### src/rtl/rx_frame_ctrl.sv
// Receive frame controller: hunts for the sync word, reads the length byte and forwards the payload.
// Optional FCS checking (CRC-16, poly 0x1021) is built when RX_FRAME_CRC_EN is defined.
module rx_frame_ctrl #(
  parameter int                SYNC_W    = 32,
  parameter logic [SYNC_W-1:0] SYNC_WORD = 32'h000000A7,
  parameter int                MAX_LEN   = 127,
  parameter int                TIMEOUT_W = 8
) (
  input  logic                 clk,
  input  logic                 rst_n,
  input  logic                 rx_en,
  input  logic [TIMEOUT_W-1:0] timeout,
  input  logic                 serial_in,
  input  logic                 serial_en,
  output logic                 s2p_start,
  input  logic [7:0]           s2p_data,
  input  logic                 s2p_data_en,
  output logic [7:0]           rx_data,
  output logic                 rx_valid,
  output logic                 rx_last,
  output logic [6:0]           rx_len,
  output logic                 busy,
  output logic                 pkt_done,
  output logic                 pkt_err,
  output logic [1:0]           err_code
);

  typedef enum logic [1:0] {IDLE, HUNT, LEN, PAYLOAD} state_t;

  state_t               state, state_nxt;
  logic [SYNC_W-1:0]    sync_sr, sync_shift;
  logic [6:0]           byte_cnt, len_field;
  logic [TIMEOUT_W-1:0] tmo_cnt;
  logic [TIMEOUT_W:0]   tmo_next;
  logic                 sync_hit, len_bad, tmo_hit, last_byte, crc_ok;
  logic                 start_frame, len_load, len_seen, fwd, done_evt, err_evt;
  logic [1:0]           err_kind;
  logic                 in_frame, in_frame_nxt;

  assign sync_shift   = {sync_sr[SYNC_W-2:0], serial_in};
  assign sync_hit     = serial_en && (sync_shift == SYNC_WORD);
  assign len_field    = s2p_data[6:0];
  assign last_byte    = (byte_cnt == 7'd1);
  assign tmo_next     = {1'b0, tmo_cnt} + {{TIMEOUT_W{1'b0}}, 1'b1};
  assign tmo_hit      = (timeout != '0) && !serial_en && (tmo_next == {1'b0, timeout});
  assign in_frame     = (state == LEN) || (state == PAYLOAD);
  assign in_frame_nxt = (state_nxt == LEN) || (state_nxt == PAYLOAD);
  assign busy         = in_frame;

`ifdef RX_FRAME_CRC_EN
  logic [15:0] crc_reg;
  logic [7:0]  fcs_lo;

  // Bits enter LSB-first; the register itself shifts toward its MSB.
  function automatic logic [15:0] crc16_byte(input logic [15:0] crc_in, input logic [7:0] data);
    logic [15:0] c;
    c = crc_in;
    for (int i = 0; i < 8; i++) begin
      if (c[15] ^ data[i]) c = {c[14:0], 1'b0} ^ 16'h1021;
      else                 c = {c[14:0], 1'b0};
    end
    return c;
  endfunction

  assign len_bad = s2p_data[7] || (len_field < 7'd2) || (int'(len_field) > MAX_LEN);
  assign crc_ok  = ({s2p_data, fcs_lo} == crc_reg);

  always_ff @(posedge clk) begin
    if (!rst_n || start_frame) begin
      crc_reg <= '0;
      fcs_lo  <= '0;
    end else if (fwd) begin
      if (byte_cnt > 7'd2)       crc_reg <= crc16_byte(crc_reg, s2p_data);
      else if (byte_cnt == 7'd2) fcs_lo  <= s2p_data;
    end
  end
`else
  assign len_bad = s2p_data[7] || (len_field == 7'd0) || (int'(len_field) > MAX_LEN);
  assign crc_ok  = 1'b1;
`endif

  always_comb begin
    state_nxt   = state;
    start_frame = 1'b0;
    len_load    = 1'b0;
    len_seen    = 1'b0;
    fwd         = 1'b0;
    done_evt    = 1'b0;
    err_evt     = 1'b0;
    err_kind    = 2'd0;
    if (!rx_en) begin
      state_nxt = IDLE;
    end else begin
      case (state)
        IDLE: state_nxt = HUNT;
        HUNT: begin
          if (sync_hit) begin
            start_frame = 1'b1;
            state_nxt   = LEN;
          end
        end
        LEN: begin
          if (s2p_data_en) begin
            len_seen = 1'b1;
            if (len_bad) begin
              err_evt   = 1'b1;
              err_kind  = 2'd1;
              state_nxt = HUNT;
            end else begin
              len_load  = 1'b1;
              state_nxt = PAYLOAD;
            end
          end else if (tmo_hit) begin
            err_evt   = 1'b1;
            err_kind  = 2'd2;
            state_nxt = HUNT;
          end
        end
        PAYLOAD: begin
          // A byte landing on the timeout cycle wins, so a complete frame is never lost.
          if (s2p_data_en) begin
            fwd = 1'b1;
            if (last_byte) begin
              state_nxt = HUNT;
              if (crc_ok) begin
                done_evt = 1'b1;
              end else begin
                err_evt  = 1'b1;
                err_kind = 2'd3;
              end
            end
          end else if (tmo_hit) begin
            err_evt   = 1'b1;
            err_kind  = 2'd2;
            state_nxt = HUNT;
          end
        end
        default: state_nxt = IDLE;
      endcase
    end
  end

  always_ff @(posedge clk) begin
    if (!rst_n) begin
      state     <= IDLE;
      sync_sr   <= '0;
      tmo_cnt   <= '0;
      byte_cnt  <= '0;
      s2p_start <= 1'b0;
      rx_data   <= '0;
      rx_valid  <= 1'b0;
      rx_last   <= 1'b0;
      rx_len    <= '0;
      pkt_done  <= 1'b0;
      pkt_err   <= 1'b0;
      err_code  <= '0;
    end else begin
      state     <= state_nxt;
      s2p_start <= in_frame_nxt;
      rx_valid  <= fwd;
      rx_last   <= fwd && last_byte;
      pkt_done  <= done_evt;
      pkt_err   <= err_evt;
      if (fwd)      rx_data <= s2p_data;
      if (len_seen) rx_len  <= len_field;
      if (err_evt)          err_code <= err_kind;
      else if (start_frame) err_code <= 2'd0;
      if (len_load)  byte_cnt <= len_field;
      else if (fwd)  byte_cnt <= byte_cnt - 7'd1;
      // The sync register only listens while hunting and restarts clean after a match or an abort.
      if (state_nxt == IDLE)                                 sync_sr <= '0;
      else if ((state == HUNT) && serial_en && !sync_hit)    sync_sr <= sync_shift;
      else if ((state == HUNT) && sync_hit)                  sync_sr <= '0;
      if (in_frame && in_frame_nxt && !serial_en) tmo_cnt <= tmo_next[TIMEOUT_W-1:0];
      else                                        tmo_cnt <= '0;
    end
  end

endmodule

### config.mk
export PLATFORM = sky130hd
export DESIGN_NAME = rx_frame_ctrl
export DESIGN_NICKNAME = d
export VERILOG_FILES = /design/src/rtl/rx_frame_ctrl.sv
export SDC_FILE = /design/constraint.sdc
export NUM_CORES = 1
export LEC_CHECK = 0
export BUFFER_PORTS_ARGS = -buffer_cell sky130_fd_sc_hd__buf_2
export CORE_ASPECT_RATIO = 0.5
export CORE_MARGIN = 2
export CORE_UTILIZATION = 44
export DETAILED_ROUTE_END_ITERATION = 8
export PLACE_DENSITY_LB_ADDON = 0.08
export SYNTH_ARGS = -nofsm -noshare
export SYNTH_HDL_FRONTEND = slang
export SYNTH_SLANG_ARGS = --single-unit
### constraint.sdc
create_clock -name clk -period 2.1 [get_ports clk]
set_clock_uncertainty 0.15 [all_clocks]
set_input_delay 0.315 -clock clk [delete_from_list [all_inputs] [get_ports clk]]
set_output_delay 0.315 -clock clk [all_outputs]
set_load 0.01 [all_outputs]
After elaboration in Yosys (flattened, before gate mapping):

Index checks and enable logic that the tools add are counted.

* register bits: 70
* latch bits: 0
* RAM bits: 0
* bits in read-only memories: 0
* input port bits: 22
* output and inout port bits: 23
* logic and storage cells: 86
* memories kept: 0

* $add $sub $neg: 2
* $mul: 0
* divide/modulo/power cells: 0
* order comparisons: 0
* eq/ne operators: 8
* shift operators: 0
* muxes and demuxes: 39
* bitwise operators: 1
* reduce and logical (&&, ||, !) cells: 24

Operators by type and width (number)
* $mux W31: 2
* $eq A32 B8 Y1 const B: 1
* $mux W2: 13
* $mux W1: 19
* $mux W7: 2
* $add A8 B1 Y9 const B: 1
* $eq A9 B8 Y1: 1
* $logic_and A1 B1 Y1: 9
* $eq A2 B2 Y1 const B: 4
* $pmux W2 S4: 1
* $reduce_bool A8 Y1: 1
* $eq A7 B1 Y1 const B: 1
* $logic_not A7 Y1: 1
* $sub A7 B1 Y7 const B: 1
* $reduce_bool A2 Y1: 3
* $logic_not A2 Y1: 2
* $pmux W2 S2: 1
* $reduce_and A4 Y1: 1
* $logic_or A1 B1 Y1: 3
* $eq A2 B1 Y1 const B: 1
* $logic_not A1 Y1: 2
* $pmux W1 S2: 1
* $reduce_and A2 Y1: 1
* $reduce_or A2 Y1: 1
* $not A1 Y1: 1

Longest topological paths before layout:

* depth in word-level cells: 12
* mapped depth: 8
* gate-level depth less buffers: 7

Worst setup path before layout:

Ideal clock, no wire load.

* path kind: flip-flop to flip-flop
* start point: register tmo_cnt[0]
* end point: register tmo_cnt[0]
* setup time: 129 ps
* arrival: 1715 ps
* required time: 1821 ps
* slack: 106 ps
* cell stages (with the launch flop): 8
* path buffers: 0
* period minus slack after synthesis: 1994 ps
* path through: dfxtp_1 ha_1 nand3_1 xor2_1 xor2_1 o221ai_2 o31ai_4 a21oi_1

* cells in the longest elaborated chain, start to end: 12
* elaborated cells between the ends (all ways): 14
* those cells by class: add/sub: 1; eq/ne: 3; mux: 5; reduce/logical: 5

RTL lines
* start: declaration: line 33 `logic [TIMEOUT_W-1:0] tmo_cnt;`
* start signal: assignment: line 174 `if (in_frame && in_frame_nxt && !serial_en) tmo_cnt <= tmo_next[TIMEOUT_W-1:0];`
* $add A8 B1 Y9 (*): line 44 `assign tmo_next = {1'b0, tmo_cnt} + {{TIMEOUT_W{1'b0}}, 1'b1};`
* $eq A9 B8 Y1: line 45 `assign tmo_hit = (timeout != '0) && !serial_en && (tmo_next == {1'b0, timeout});`
* $logic_and A1 B1 Y1: line 45
* $mux W2: line 113, 132
* $mux W2 (on tied branches): line 121, 103
* $pmux W2 S4: line 94 `case (state)`
* $mux W2: line 91 `if (!rx_en) begin`
* $eq A2 B2 Y1: line 47 `assign in_frame_nxt = (state_nxt == LEN) || (state_nxt == PAYLOAD);`
* $logic_or A1 B1 Y1: line 47
* $logic_and A1 B1 Y1 (2 in series): line 174
* $reduce_and A2 Y1 (no line)

Every way passes the cells marked *; elsewhere a longest branch is shown, timed or not.
A chain may end at the register's enable or synchronous reset.

Worst setup path after layout:

Ends and elaborated chain as after synthesis.

==> run summary <==
The flow ran to the end, and the final reports show no timing, DRC or antenna violations. The startpoint class of the critical path is a flip-flop. CTS saw 70 sinks. The static leakage power is 1.44 nW. The final weighted congestion in routability-driven placement is 0.832. The share of cells above drive strength 1 is 0.272. The setup slack on the worst flop-to-flop path is 0.01 ns. The count of nets left with antenna violations once routing finished came out at 0. Entering global routing, the biggest net connects 35 pins. The number of DRC violations after detailed routing came out at 0.

The total power is 2.87 mW. The Yosys warning count came out at 0. The type of element capturing the critical path is a flip-flop. The number of buffers inserted by hold repair at cts came out at 0.

The multiplexer share of the synthesized area came out at 0.00835. The initial antenna violation count came to 0. The worst-case headroom to the max-slew limit came out at 0.621. The critical path is of the reg2reg type. The endpoint identified for the worst register-to-register timing path is tmo_cnt[0]. The synthesized design contains 0 enable-type register cells. The post-synthesis xor/xnor area fraction is 0.0467. The tool flagged a number of max-cap violations equal to 0. The number of pins with negative max-slew slack in the final report came out at 0.

The clock-pin slew on the worst setup and hold paths came out at 0.05 ns. The vias per cell came out at 5.34. The aggregate global routing overflow is 0. The first global-routing pass estimated 11.0 mm of wire. The critical path capture point is tmo_cnt[0]. The pre-CTS worst setup slack came out at -0.0386 ns. For this block, the routed nets add up to 6.90 mm of wire. The shortest period the worst path allows came out at 2.09 ns. Setup repair after global routing could not meet its margin everywhere. The required time of the critical path is 2.15 ns. The maximum level of the CTS H-tree is 3. The die is 121 um wide. The worst endpoint data arrival time came out at 2.14 ns. The number of nets handed over by synthesis was 369. The post-synthesis area per instance is 8.71 um2. The post-route cell area is 3820 um2.

The area overhead of the layout relative to synthesis came out at 27.6%. The switching power total is 0.604 mW. The most critical setup path has its startpoint at tmo_cnt[0]. The compound-cell area share of the yosys netlist came out at 0.211. In this run the count of I/O pins placed on the die edge is 45. Of all nets on the critical path, the largest fanout is 4. The actual transition at the worst max-transition pin came out at 0.566 ns. The initial utilization of the core area, before any placement, comes to 0.451. The number of diodes is 0. The routed length per placed instance came out at 14.0 um. The area inside the core boundary came out at 6650 um2. VDD sags by at most 0.000354 V. The number of global-route vias before repair was 2,406. The startpoint identified for the worst register-to-register timing path is tmo_cnt[0]. The number of synthesized register bits is 70. The length of the first detailed-routing pass in iterations is 4. The share of total power dissipated in the clock network is 0.498.

The final-report setup violation count came out at 0. The number of vias in the routed layout came out at 2,635. The share of total power dissipated in sequential elements is 0.464. The most common flop cell mapped by yosys is sky130_fd_sc_hd__dfxtp_1. The design internal power is 2.26 mW.

The standard-cell row count came out at 21. The async set-or-reset flop fraction in the synthesized netlist is 0. The maximum frequency from static timing analysis is 479 MHz.

The count of cell types in the netlist came out at 46. The post-synthesis simple-gate area fraction is 0.220. The number of buffers added on ports is 44. For this design the ratio of total power to cell area is 749 nW/um2. The overall global routing resource usage came out at 0.187.

The synthesized area is 3000 um2. The switching portion of total power is 0.211. The cell count of the worst reg-to-reg path came out at 8. The post-DP HPWL is 4.69 mm. The detailed router finished its first iteration with 189 violations. The post-synthesis adder-cell area fraction came out at 0.0125. The number of clock buffers added by TritonCTS is 9. After the last flow step, the layout net total stands at 421.

The deepest clock path buffer count came out at 2. The combinational fraction of design power is 0.039. The least setup slack across all paths after layout is 0.0144 ns. The synthesized instance count is 344. The main combinational cell family by area after synthesis is simple AND/OR/NAND/NOR gates. The hold violation total from the final report came out at 0. The share of the clock period used by the worst path after layout came out at 0.993.

The sequential cell area fraction in the yosys report is 0.467. From bottom edge to top edge, the die measures 62.4 um. The floorplan die area is 7530 um2. Once placement finished, the instance area stood at 3350 um2. The later pin in the worst-skew pair is clocked with a latency of 0.33 ns. TritonCTS built the clock tree. The tightest min-delay check is of the in2reg type. Clock tree synthesis selected as its root buffer the cell sky130_fd_sc_hd__clkbuf_16.
==> per-layer routing <==
layer  wire [um]  vias to the layer above  track usage
li1            -                     1320            -
met1        3130                     1250        0.221
met4          75                        0       0.0610
met3         428                       10       0.0772
met2        3260                       55        0.311
met5           0                        -            0
==> final cells by class <==
type | instances | area, um2
Multi-Input combinational cell | 249 | 1630
Fill cell | 602 | 2820
Sequential cell | 70 | 1410
Timing Repair Buffer | 61 | 355
Clock buffer | 14 | 274
Tap cell | 92 | 115
Clock inverter | 2 | 15.0
Inverter | 5 | 18.8
==> power by group through the flow <==
| stage | Combinational, mW | Sequential [mW] | Clock, mW |
|---|---|---|---|
| after floorplan | 0.0582 | 1.36 | 0 |
| after global placement | 0.105 | 1.36 | 0 |
| after detailed placement | 0.106 | 1.36 | 0 |
| after CTS | 0.107 | 1.33 | 1.47 |
| after global routing | 0.120 | 1.33 | 1.54 |
| final | 0.110 | 1.33 | 1.43 |
==> flip-flops by register name (all words and copies together), names as in the netlist <==
signal / cells
byte_cnt: 7
s2p_start: 1
rx_valid: 1
pkt_err: 1
rx_len: 7
state: 2
err_code: 2
pkt_done: 1
rx_data: 8
tmo_cnt: 8
rx_last: 1
sync_sr: 31
==> critical path, stage by stage (launching register included) <==
cell and delay (ns):
sky130_fd_sc_hd__dfxtp_4 0.37, sky130_fd_sc_hd__ha_4 0.17, sky130_fd_sc_hd__nand3_4 0.08, sky130_fd_sc_hd__xor2_2 0.22
sky130_fd_sc_hd__xor2_1 0.22, sky130_fd_sc_hd__o221ai_2 0.20, sky130_fd_sc_hd__o31ai_4 0.32, sky130_fd_sc_hd__buf_6 0.15
sky130_fd_sc_hd__a21oi_1 0.06
==> worst min path at each step <==
stage	startpoint	endpoint	slack, ns	cells past startpoint
floorplan	sync_sr[4]	sync_sr[4]	0.29	2
global placement	rx_data[6]	rx_data[6]	0.30	2
detailed placement	rx_data[0]	rx_data[0]	0.30	2
CTS	serial_in	sync_sr[0]	0.09	3
global route	serial_in	sync_sr[0]	0.11	3
finish	serial_in	sync_sr[0]	0.10	3
==> timing repair <==
action                                 in CTS  in global routing
endpoints found under the hold margin       0                  0
resized for setup                           1                 33
pin swaps                                   1                  7
buffers inserted                            2                  1
setup endpoints to repair                   9                 23
==> cells in the mapped netlist, drive strengths merged, types with 2 or more instances <==
library cell	instances	share of area
o211a	5	0.017
nand2	60	0.075
and2	2	0.0042
buf	4	0.0075
nor2b	4	0.0083
nand3	7	0.013
nand4	3	0.0063
nor2	35	0.045
o211ai	3	0.0075
nor4b	5	0.015
nor4	8	0.017
inv	5	0.0063
o31ai	2	0.011
dfxtp	70	0.47
a22oi	24	0.060
o21a	2	0.0050
xor2	7	0.020
clkbuf	16	0.020
a31oi	5	0.010
a21boi	17	0.043
nor3	7	0.013
and3	3	0.0063
a21oi	23	0.038
xnor2	9	0.026
a211oi	2	0.0050
ha	3	0.013
==> layout by cell type, fill, tap and decap left out, types with 7 or more instances in the layout <==
cell type and count:
sky130_fd_sc_hd__buf_2 44, sky130_fd_sc_hd__nor2_1 33, sky130_fd_sc_hd__a22oi_1 24, sky130_fd_sc_hd__xnor2_1 7, sky130_fd_sc_hd__nand2_1 60, sky130_fd_sc_hd__buf_4 15
sky130_fd_sc_hd__clkbuf_16 9, sky130_fd_sc_hd__a21boi_0 16, sky130_fd_sc_hd__dfxtp_1 64, sky130_fd_sc_hd__a21oi_1 18
==> cell families after synthesis <==
kind of cell / after synthesis
simple gates: 140
compound gates: 88
flops: 70
buf+inv: 25
xor+xnor: 16
fa+ha+maj: 3
mux: 2
==> per-stage QoR <==
stage	TNS, ns	instances	hold WS, ns	utilization
after floorplan	0	344	0.294	-
after global placement	0	474	0.297	0.505
after detailed placement	-0.219	474	0.303	0.505
after CTS	0	492	0.0854	0.551
after global routing	-0.591	493	0.111	0.575
final	0	493	0.100	0.575
(Power assumes the default switching activity.)
